File: src/rtl/mem_pkg.sv
// Shared encodings for the MEM-stage access unit: RV32I load/store funct3 codes,
// FSM states, byte-strobe patterns and store/misalignment helpers.
package mem_pkg;

  localparam logic [2:0] F3_LB  = 3'b000;
  localparam logic [2:0] F3_LH  = 3'b001;
  localparam logic [2:0] F3_LW  = 3'b010;
  localparam logic [2:0] F3_LBU = 3'b100;
  localparam logic [2:0] F3_LHU = 3'b101;

  localparam logic [2:0] F3_SB  = 3'b000;
  localparam logic [2:0] F3_SH  = 3'b001;
  localparam logic [2:0] F3_SW  = 3'b010;

  localparam logic [3:0] STRB_NONE    = 4'b0000;
  localparam logic [3:0] STRB_BYTE    = 4'b0001;
  localparam logic [3:0] STRB_HALF_LO = 4'b0011;
  localparam logic [3:0] STRB_HALF_HI = 4'b1100;
  localparam logic [3:0] STRB_WORD    = 4'b1111;

  typedef enum logic [1:0] {
    IDLE     = 2'd0,
    REQ      = 2'd1,
    WAIT_RSP = 2'd2,
    DONE     = 2'd3
  } mem_state_e;

  // Unknown store widths fall back to a full-word write.
  function automatic logic [3:0] storeStrobe(input logic [2:0] f3, input logic [1:0] lane);
    logic [3:0] strb;
    case (f3)
      F3_SB:   strb = STRB_BYTE << lane;
      F3_SH:   strb = lane[1] ? STRB_HALF_HI : STRB_HALF_LO;
      default: strb = STRB_WORD;
    endcase
    return strb;
  endfunction

  function automatic logic [31:0] storeData(input logic [2:0] f3, input logic [31:0] wdata);
    logic [31:0] data;
    case (f3)
      F3_SB:   data = {4{wdata[7:0]}};
      F3_SH:   data = {2{wdata[15:0]}};
      default: data = wdata;
    endcase
    return data;
  endfunction

  function automatic logic isMisaligned(input logic isLoad, input logic [2:0] f3,
                                        input logic [1:0] lane);
    logic mis;
    mis = (lane != 2'b00);
    if (isLoad) begin
      case (f3)
        F3_LB, F3_LBU: mis = 1'b0;
        F3_LH, F3_LHU: mis = lane[0];
        default:       mis = (lane != 2'b00);
      endcase
    end else begin
      case (f3)
        F3_SB:   mis = 1'b0;
        F3_SH:   mis = lane[0];
        default: mis = (lane != 2'b00);
      endcase
    end
    return mis;
  endfunction

endpackage

File: src/rtl/mem_access_unit_if.sv
// Data-memory bus between the MEM-stage access unit (master) and data memory
// (slave): valid/ready request channel plus a single-beat load response.
interface mem_access_unit_if #(
  parameter int ADDR_W = 32
);

  logic              dmem_req_valid;
  logic              dmem_req_ready;
  logic [ADDR_W-1:0] dmem_addr;
  logic              dmem_we;
  logic [3:0]        dmem_wstrb;
  logic [31:0]       dmem_wdata;
  logic              dmem_rsp_valid;
  logic [31:0]       dmem_rdata;

  modport master (
    output dmem_req_valid,
    output dmem_addr,
    output dmem_we,
    output dmem_wstrb,
    output dmem_wdata,
    input  dmem_req_ready,
    input  dmem_rsp_valid,
    input  dmem_rdata
  );

  modport slave (
    input  dmem_req_valid,
    input  dmem_addr,
    input  dmem_we,
    input  dmem_wstrb,
    input  dmem_wdata,
    output dmem_req_ready,
    output dmem_rsp_valid,
    output dmem_rdata
  );

endinterface

File: src/rtl/mem_load_align.sv
// Load-data aligner: picks the addressed byte/halfword out of the read word and
// sign- or zero-extends it according to the RV32I load funct3.
module mem_load_align
  import mem_pkg::*;
(
  input  logic [31:0] rdata_i,
  input  logic [1:0]  lane_i,
  input  logic [2:0]  funct3_i,
  output logic [31:0] result_o
);

  logic [7:0]  byteSel;
  logic [15:0] halfSel;

  assign byteSel = rdata_i[{lane_i, 3'b000} +: 8];
  // Halfwords only look at addr[1]; addr[0] is either trapped upstream or ignored.
  assign halfSel = lane_i[1] ? rdata_i[31:16] : rdata_i[15:0];

  always_comb begin
    case (funct3_i)
      F3_LB:   result_o = {{24{byteSel[7]}}, byteSel};
      F3_LBU:  result_o = {24'h000000, byteSel};
      F3_LH:   result_o = {{16{halfSel[15]}}, halfSel};
      F3_LHU:  result_o = {16'h0000, halfSel};
      default: result_o = rdata_i;
    endcase
  end

endmodule

File: src/rtl/mem_access_unit.sv
// MEM-stage data-memory access unit: issues one bus access per load/store and stalls
// the pipeline until it completes. Optional trap of misaligned accesses: MEM_MISALIGN_CHECK_EN.
module mem_access_unit
  import mem_pkg::*;
#(
  parameter int ADDR_W = 32
) (
  input  logic              clk,
  input  logic              reset,
  input  logic              mem_read_MEM,
  input  logic              mem_write_MEM,
  input  logic [2:0]        funct3_MEM,
  input  logic [ADDR_W-1:0] ALU_OUT_MEM,
  input  logic [31:0]       wdata_MEM,
  output logic [31:0]       red_data_MEM,
  output logic              pipe_write,
  output logic              misalign_MEM,
  mem_access_unit_if.master dmem
);

  mem_state_e        state_q, state_d;
  logic [ADDR_W-1:0] reqAddr_q, reqAddr_d;
  logic [1:0]        lane_q, lane_d;
  logic [2:0]        funct3_q, funct3_d;
  logic              we_q, we_d;
  logic [3:0]        wstrb_q, wstrb_d;
  logic [31:0]       wdata_q, wdata_d;
  logic [31:0]       redData_q, redData_d;
  logic [31:0]       alignedData;
  logic              access;
  logic              bypassBus;
  logic              pipeWrite;
`ifdef MEM_MISALIGN_CHECK_EN
  logic              misalign_q, misalign_d;
`endif

  assign access = mem_read_MEM | mem_write_MEM;

  // A misaligned access never reaches the bus; it completes straight through DONE.
`ifdef MEM_MISALIGN_CHECK_EN
  assign bypassBus = isMisaligned(mem_read_MEM, funct3_MEM, ALU_OUT_MEM[1:0]);
`else
  assign bypassBus = 1'b0;
`endif

  mem_load_align u_align (
    .rdata_i  (dmem.dmem_rdata),
    .lane_i   (lane_q),
    .funct3_i (funct3_q),
    .result_o (alignedData)
  );

  always_comb begin
    state_d   = state_q;
    reqAddr_d = reqAddr_q;
    lane_d    = lane_q;
    funct3_d  = funct3_q;
    we_d      = we_q;
    wstrb_d   = wstrb_q;
    wdata_d   = wdata_q;
    redData_d = redData_q;
    pipeWrite = 1'b0;
`ifdef MEM_MISALIGN_CHECK_EN
    misalign_d = 1'b0;
`endif

    case (state_q)
      IDLE: begin
        if (!access) begin
          pipeWrite = 1'b1;
        end else if (bypassBus) begin
          state_d = DONE;
`ifdef MEM_MISALIGN_CHECK_EN
          misalign_d = 1'b1;
`endif
          if (mem_read_MEM) begin
            redData_d = '0;
          end
        end else begin
          // Read wins when both controls are set, so the access becomes a load.
          state_d   = REQ;
          reqAddr_d = {ALU_OUT_MEM[ADDR_W-1:2], 2'b00};
          lane_d    = ALU_OUT_MEM[1:0];
          funct3_d  = funct3_MEM;
          we_d      = ~mem_read_MEM;
          wstrb_d   = mem_read_MEM ? STRB_NONE : storeStrobe(funct3_MEM, ALU_OUT_MEM[1:0]);
          wdata_d   = mem_read_MEM ? 32'h0 : storeData(funct3_MEM, wdata_MEM);
        end
      end
      REQ: begin
        if (dmem.dmem_req_ready) begin
          state_d = we_q ? DONE : WAIT_RSP;
        end
      end
      WAIT_RSP: begin
        if (dmem.dmem_rsp_valid) begin
          redData_d = alignedData;
          state_d   = DONE;
        end
      end
      DONE: begin
        pipeWrite = 1'b1;
        state_d   = IDLE;
      end
      default: begin
        state_d = IDLE;
      end
    endcase
  end

  always_ff @(posedge clk or negedge reset) begin
    if (!reset) begin
      state_q    <= IDLE;
      reqAddr_q  <= '0;
      lane_q     <= 2'b00;
      funct3_q   <= 3'b000;
      we_q       <= 1'b0;
      wstrb_q    <= STRB_NONE;
      wdata_q    <= 32'h0;
      redData_q  <= 32'h0;
`ifdef MEM_MISALIGN_CHECK_EN
      misalign_q <= 1'b0;
`endif
    end else begin
      state_q    <= state_d;
      reqAddr_q  <= reqAddr_d;
      lane_q     <= lane_d;
      funct3_q   <= funct3_d;
      we_q       <= we_d;
      wstrb_q    <= wstrb_d;
      wdata_q    <= wdata_d;
      redData_q  <= redData_d;
`ifdef MEM_MISALIGN_CHECK_EN
      misalign_q <= misalign_d;
`endif
    end
  end

  assign dmem.dmem_req_valid = (state_q == REQ);
  assign dmem.dmem_addr      = reqAddr_q;
  assign dmem.dmem_we        = we_q;
  assign dmem.dmem_wstrb     = wstrb_q;
  assign dmem.dmem_wdata     = wdata_q;
  assign red_data_MEM        = redData_q;
  assign pipe_write          = pipeWrite;
`ifdef MEM_MISALIGN_CHECK_EN
  assign misalign_MEM        = misalign_q;
`else
  assign misalign_MEM        = 1'b0;
`endif

endmodule

File: src/flat_wrapper.sv
// flat-port wrapper written by rule: the top's interface ports become plain ports
module mem_access_unit_flat import mem_pkg::*;
#(
  parameter int ADDR_W = 32
)
  (clk, reset, mem_read_MEM, mem_write_MEM, funct3_MEM, ALU_OUT_MEM, wdata_MEM, red_data_MEM, pipe_write, misalign_MEM, dmem_dmem_req_valid, dmem_dmem_addr, dmem_dmem_we, dmem_dmem_wstrb, dmem_dmem_wdata, dmem_dmem_req_ready, dmem_dmem_rsp_valid, dmem_dmem_rdata);
  mem_access_unit_if #(.ADDR_W(ADDR_W)) dmem_i ();
  input  logic clk;
  input  logic reset;
  input  logic mem_read_MEM;
  input  logic mem_write_MEM;
  input  logic [2:0] funct3_MEM;
  input  logic [ADDR_W-1:0] ALU_OUT_MEM;
  input  logic [31:0] wdata_MEM;
  output logic [31:0] red_data_MEM;
  output logic pipe_write;
  output logic misalign_MEM;
  output wire logic [$bits(dmem_i.dmem_req_valid)-1:0] dmem_dmem_req_valid;
  output wire logic [$bits(dmem_i.dmem_addr)-1:0] dmem_dmem_addr;
  output wire logic [$bits(dmem_i.dmem_we)-1:0] dmem_dmem_we;
  output wire logic [$bits(dmem_i.dmem_wstrb)-1:0] dmem_dmem_wstrb;
  output wire logic [$bits(dmem_i.dmem_wdata)-1:0] dmem_dmem_wdata;
  input wire logic [$bits(dmem_i.dmem_req_ready)-1:0] dmem_dmem_req_ready;
  input wire logic [$bits(dmem_i.dmem_rsp_valid)-1:0] dmem_dmem_rsp_valid;
  input wire logic [$bits(dmem_i.dmem_rdata)-1:0] dmem_dmem_rdata;
  assign dmem_dmem_req_valid = dmem_i.dmem_req_valid;
  assign dmem_dmem_addr = dmem_i.dmem_addr;
  assign dmem_dmem_we = dmem_i.dmem_we;
  assign dmem_dmem_wstrb = dmem_i.dmem_wstrb;
  assign dmem_dmem_wdata = dmem_i.dmem_wdata;
  assign dmem_i.dmem_req_ready = dmem_dmem_req_ready;
  assign dmem_i.dmem_rsp_valid = dmem_dmem_rsp_valid;
  assign dmem_i.dmem_rdata = dmem_dmem_rdata;
  mem_access_unit #(.ADDR_W(ADDR_W)) u_core (.clk(clk), .reset(reset), .mem_read_MEM(mem_read_MEM), .mem_write_MEM(mem_write_MEM), .funct3_MEM(funct3_MEM), .ALU_OUT_MEM(ALU_OUT_MEM), .wdata_MEM(wdata_MEM), .red_data_MEM(red_data_MEM), .pipe_write(pipe_write), .misalign_MEM(misalign_MEM), .dmem(dmem_i));
endmodule
File: config.mk
export PLATFORM = sky130hd
export DESIGN_NAME = mem_access_unit_flat
export DESIGN_NICKNAME = d
export VERILOG_FILES = /design/src/rtl/mem_pkg.sv /design/src/rtl/mem_access_unit_if.sv /design/src/rtl/mem_load_align.sv /design/src/rtl/mem_access_unit.sv /design/src/flat_wrapper.sv
export SDC_FILE = /design/constraint.sdc
export NUM_CORES = 1
export LEC_CHECK = 0
export BUFFER_PORTS_ARGS = -buffer_cell sky130_fd_sc_hd__buf_2
export CAP_MARGIN = 20
export CORE_UTILIZATION = 35
export DETAILED_ROUTE_END_ITERATION = 6
export GPL_ROUTABILITY_DRIVEN = 0
export PLACE_DENSITY = 0.6
export SYNTH_ARGS = -nofsm -noshare
export SYNTH_HDL_FRONTEND = slang
export SYNTH_SLANG_ARGS = --single-unit
File: constraint.sdc
create_clock -name clk -period 1.8 [get_ports clk]
set_input_delay 0.09 -clock clk [delete_from_list [all_inputs] [get_ports clk]]
set_output_delay 0.09 -clock clk [all_outputs]
set_load 0.02 [all_outputs]
* Yosys cells after proc, flatten, opt, wreduce, memory -nomap -nowiden
Index checks and enable logic that the tools add are counted.
W data, S select, Z words.
** Word-level totals
- Output and inout bits :: 104
- Flip-flop bits (word level) :: 106
** Operators by class
- Muxes and demuxes :: 14
- Bitwise operators :: 2
- Shift-type cells :: 2
- Reductions and logical operators :: 6
- Equality and inequality tests :: 10
** Operators with widths (count)
- $pmux W32 S4 :: 1
- $pmux W32 S2 :: 1
- $mux W32 :: 1
- $shiftx A32 B6 Y8 :: 1
- $mux W16 :: 1
- $mux W4 :: 2
- $pmux W2 S4 :: 1
- $pmux W4 S2 :: 1
- $eq A3 B1 Y1 const B :: 2
- $eq A3 B3 Y1 const B :: 2
- $logic_not A3 Y1 :: 2
- $mux W2 :: 3
- $eq A2 B2 Y1 const B :: 2
- $ne A2 B1 Y1 const B :: 2
- $reduce_and A2 Y1 :: 2
- $shl A1 B2 Y4 const A :: 1
- $reduce_and A3 Y1 :: 1
- $eq A2 B1 Y1 const B :: 1
- $logic_not A2 Y1 :: 1
- $mux W1 :: 2
- $ne A2 B2 Y1 const B :: 1
- $pmux W1 S2 :: 1
- $not A1 Y1 :: 1
- $or A1 B1 Y1 :: 1

* Logic depth before layout (Yosys ltp)
- Word-level depth :: 3
- Depth in mapped cells :: 7
- Mapped depth without buffers :: 6

* Cells and area by module
From an unflattened synthesis, not the netlist that was laid out.
** Unflattened totals
- Cell total of the unflattened synthesis :: 410
- Area total of the unflattened synthesis :: 5220.0 µm²
** Modules (own cells, without submodules)
- mem_access_unit :: cells each 314, area each 4374.2 µm², instances 1
- mem_load_align :: cells each 96, area each 845.8 µm², instances 1

* Least setup slack after synthesis
OpenSTA, ideal clock, no wires.
- Path kind :: reg-to-reg
- Start point :: register u_core.state_q[1]
- End point :: register u_core.state_q[0]
- Stages on the path, launching flop included :: 6
- Required time :: 1662 ps
- Arrival time :: 1498 ps
- Period minus slack after synthesis :: 1636 ps
- Path slack :: 164 ps
- Path buffers :: 0
- Cells stage by stage :: dfrtp_1 -> inv_1 -> ha_1 -> a221o_1 -> a2111oi_0 -> a21oi_1
** On the way
- Longest elaborated chain between the ends :: 3
** RTL lines
- from (decl) :: RTL line mem_access_unit.sv:21 : mem_state_e state_q, state_d;
- from (signal assigned) :: RTL line mem_access_unit.sv:125 : state_q <= state_d;
- $eq A2 B1 Y1 *
- via dmem_dmem_req_valid :: RTL line flat_wrapper.sv:18 : output wire logic [$bits(dmem_i.dmem_req_valid)-1:0] dmem_dmem_req_valid;
- $ne A2 B1 Y1 (no source line)
- $reduce_and A3 Y1 (no source line)
Mark *: on every way through the listed nets, which the timed path passes. The rest lies on a longest branch.
A chain may end at the register's enable or synchronous reset.

* Worst setup path in the final report
- Start point :: register u_core.state_q[0]
- End point :: register u_core.redData_q[19] (netlist: u_core.red_data_MEM[19])
** On the way
- Longest elaborated chain between the ends :: 2
** RTL lines
- $eq A2 B2 Y1 :: RTL line mem_access_unit.sv:67 : case (state_q)
- $reduce_and A2 Y1 (no source line)
- to (signal assigned) :: RTL line mem_access_unit.sv:132 : redData_q <= redData_d;
- to (decl) :: RTL line mem_access_unit.sv:28 : logic [31:0] redData_q, redData_d;
No other way between the ends.

==> summary.txt <==
Status
  • Status: finished, final reports clean

Finish
  • Area Growth Syn to Fin: 41.2%
  • Antenna diode count: 0
  • Final nets: 805
  • Share of cells above drive strength 1: 46.3%

Pwr
  • Static Leak: 3.48 nW
  • Design Power: 12.9 mW
  • Peak supply drop: 1010 µV
  • Pwr Density: 1810 nW/µm²

Yosys
  • Cell Area, Synth: 5060 µm²
  • Synth Area in Adders: 1.24%
  • Number of synthesized register bits: 106
  • Synth Area in XOR/XNOR: 0%
  • Top post-synthesis cells by area: dfrtp_1 52%, mux2_2 8.5%, mux2i_1 4.8%
  • Syn Inst Count: 452
  • Mux contribution to synthesized area: 13.5%
  • Count leader, synth: dfrtp_1
  • Synth Area in Simple Gates: 10.0%
  • Ys async rst share: 100%
  • Top cells by count, synth: 106 x dfrtp_1, 39 x nand2_1, 38 x mux2_2, 35 x a21oi_1, 28 x o21ai_0
  • Synth top area share: 52.5%
  • Main combinational cell family by area after synthesis: compound AO/OA/AOI/OAI gates
  • Post-synthesis compound-gate area fraction: 18.5%
  • Avg Inst Size Synth: 11.2 µm²
  • Synth area leader: dfrtp_1
  • Ys flop type: dfrtp_1
  • Sequential fraction of the synthesis area: 52.5%
  • Synth warnings: 0
  • Post-synth EDFFs: 0
  • Synth unique cells: 41

Timing
  • Post-route minimum period: 1.71 ns
  • Slew margin rel.: 66.3%
  • Worst Clk Skew: 0.00769 ns
  • Final Cycle Share: 94.7%
  • Tightest Pin Transition: 0.504 ns
  • Slew Viols, Final: 0
  • Hold Vio Cnt, Final: 0
  • Setup repair after global routing missed its margin: yes
  • Final setup viols: 0
  • FMAX: 586 MHz
  • Hold Worst Slack: 0.0125 ns

Place
  • Detailed placer's ending HPWL: 10500 µm
  • IO buf count: 205

Drt
  • Routed WL per cell: 16.7 µm
  • DR iter-0 viols: 276
  • DR vias: 4465
  • Drt via density: 5.07
  • DR pass1 iterations: 4
  • DRT Wirelength: 14700 µm
  • Remaining DRCs: 0
  • Final ANT Viol Nets: 0

Global route
  • Gr usage total: 20.0%
  • Largest net degree at the start of global routing: 45
  • Initial antenna violation count: 0
  • First-pass GRT wire length: 22700 µm
  • Vias in the first global route: 4397
  • GRT overflow: 0

Floorplanning
  • Cell Rows: 43
  • Die height: 122 µm
  • Top-level I/O count: 209
  • Die area: 14900 µm²
  • Starting density of the core: 36.1%
  • Core area: 14000 µm²
  • Die width: 122 µm

Min path
  • Hold-critical path depth: 3
  • Hold Path Class: in -> reg

Clock tree
  • Num CTS Buffers: 9
  • Clock-pin transition on the worst setup and hold timing paths: 0.07 ns
  • Clock buffer depth: 2
  • Root cell of the clock tree: clkbuf_16
  • H-tree Lvls: 3
  • Clk sinks: 106
  • CTS tree: yes
  • Worst skew pair latency: 0.35 ns

Critical path
  • CP Capture Type: flop
  • Crit path DAT: 1.93 ns
  • Critical path class: reg -> reg
  • CP max FO: 16
  • R2R depth: 6
  • Critical Path RT: 2.02 ns
  • Critical Path Start Type: flop

Run
  • Maxcap violations: 0
## routing by layer
metal | wire length [µm] | vias to the layer above | track usage [%]
li1 | - | 2103 | -
met1 | 6060 | 2166 | 24.3
met2 | 7230 | 180 | 33.7
met3 | 1250 | 16 | 6.60
met4 | 154 | 0 | 5.87
met5 | 0 | - | 0
## cell families (layout without fill, tap and decap cells)
kind of cell / count (synthesis) / in the layout
fa+ha+maj: 5 / 5
compound gates: 129 / 130
other cells: 1 / 3
buf+inv: 41 / 286
simple gates: 107 / 107
mux: 63 / 63
flops: 106 / 106
## through the flow
step                      instances  setup slack, ns  utilization [%]  cell area (µm²)  TNS [ns]
final                           880           0.0945             51.0             7140         0
after CTS                       877           0.0253             50.7             7100         0
after global placement          825           0.0313             45.5             6360         0
after detailed placement        825          -0.0661             45.5             6360    -0.736
after floorplan                 454            0.164                -             5060         0
after global routing            880          -0.0207             51.0             7140   -0.0340
## flip-flops by register name (all words and copies together) (netlist names)
name,count
u_core.dmem.dmem_addr,30
u_core.dmem.dmem_wdata,32
u_core.dmem.dmem_we,1
u_core.dmem.dmem_wstrb,4
u_core.funct3_q,3
u_core.lane_q,2
u_core.red_data_MEM,32
u_core.state_q,2
## worst paths after layout
check                                                start                         end  slack, ns
worst max-delay path                     u_core.state_q[0]     u_core.red_data_MEM[19]       0.09
worst min-delay path                         wdata_MEM[23]  u_core.dmem.dmem_wdata[23]       0.01
worst max register to register           u_core.state_q[0]     u_core.red_data_MEM[19]       0.09
worst min register to register  u_core.dmem.dmem_wdata[21]  u_core.dmem.dmem_wdata[21]       0.48
max in group asynchronous                            reset           u_core.state_q[1]       0.94
min in group asynchronous                            reset     u_core.red_data_MEM[27]       0.24
## worst max-delay path: stages, from the launching register on
cell,delay [ns]
dfrtp_1,0.41
inv_2,0.12
ha_1,0.19
nand2_1,0.23
o31ai_4,0.33
buf_12,0.20
a211oi_1,0.09
## cell usage in the layout, fill, tap and decap left out, types with 3 or more instances in the layout
cell type and n:
a211oi_1 7, a211oi_2 10, a21oi_1 34, a22o_1 26, and2_1 7, and3_1 7
buf_12 5, buf_2 204, buf_4 17, bufinv_16 3, clkbuf_16 9, conb_1 3
dfrtp_1 106, dlygate4sd3_1 37, ha_1 4, inv_1 6, mux2_2 38, mux2i_1 24
nand2_1 38, nor2_1 24, nor3b_1 3, o21ai_0 28, o221a_2 6, o32ai_1 4
or2_2 14
## final cells by class
cell class                      instances  area, µm²
Clock inverter                          5        108
Clock buffer                           11        253
Multi-Input combinational cell        308       2250
Timing Repair Buffer                  263       1620
Inverter                                7       26.3
Tap cell                              180        225
Sequential cell                       106       2650
Fill cell                            1314       6850
## where the power goes
| part | internal, mW | total [mW] | switching [mW] | leakage (nW) |
|---|---|---|---|---|
| Sequential | 3.58 | 4.32 | 0.738 | 1.29 |
| Clock | 1.44 | 2.34 | 0.894 | 0.176 |
| Combinational | 2.59 | 6.29 | 3.70 | 2.01 |
| Total | 7.61 | 12.9 | 5.33 | 3.48 |
## repair_timing
item | 4_1_cts | 5_1_grt
pin swaps | 0 | 1
endpoints found under the setup margin | 24 | 58
hold buffers | 36 | 1
cloned | 0 | 1
hold endpoints to repair | 66 | 1
buffers inserted | 0 | 1
gates resized for setup | 5 | 5
(Power assumes the default switching activity.)
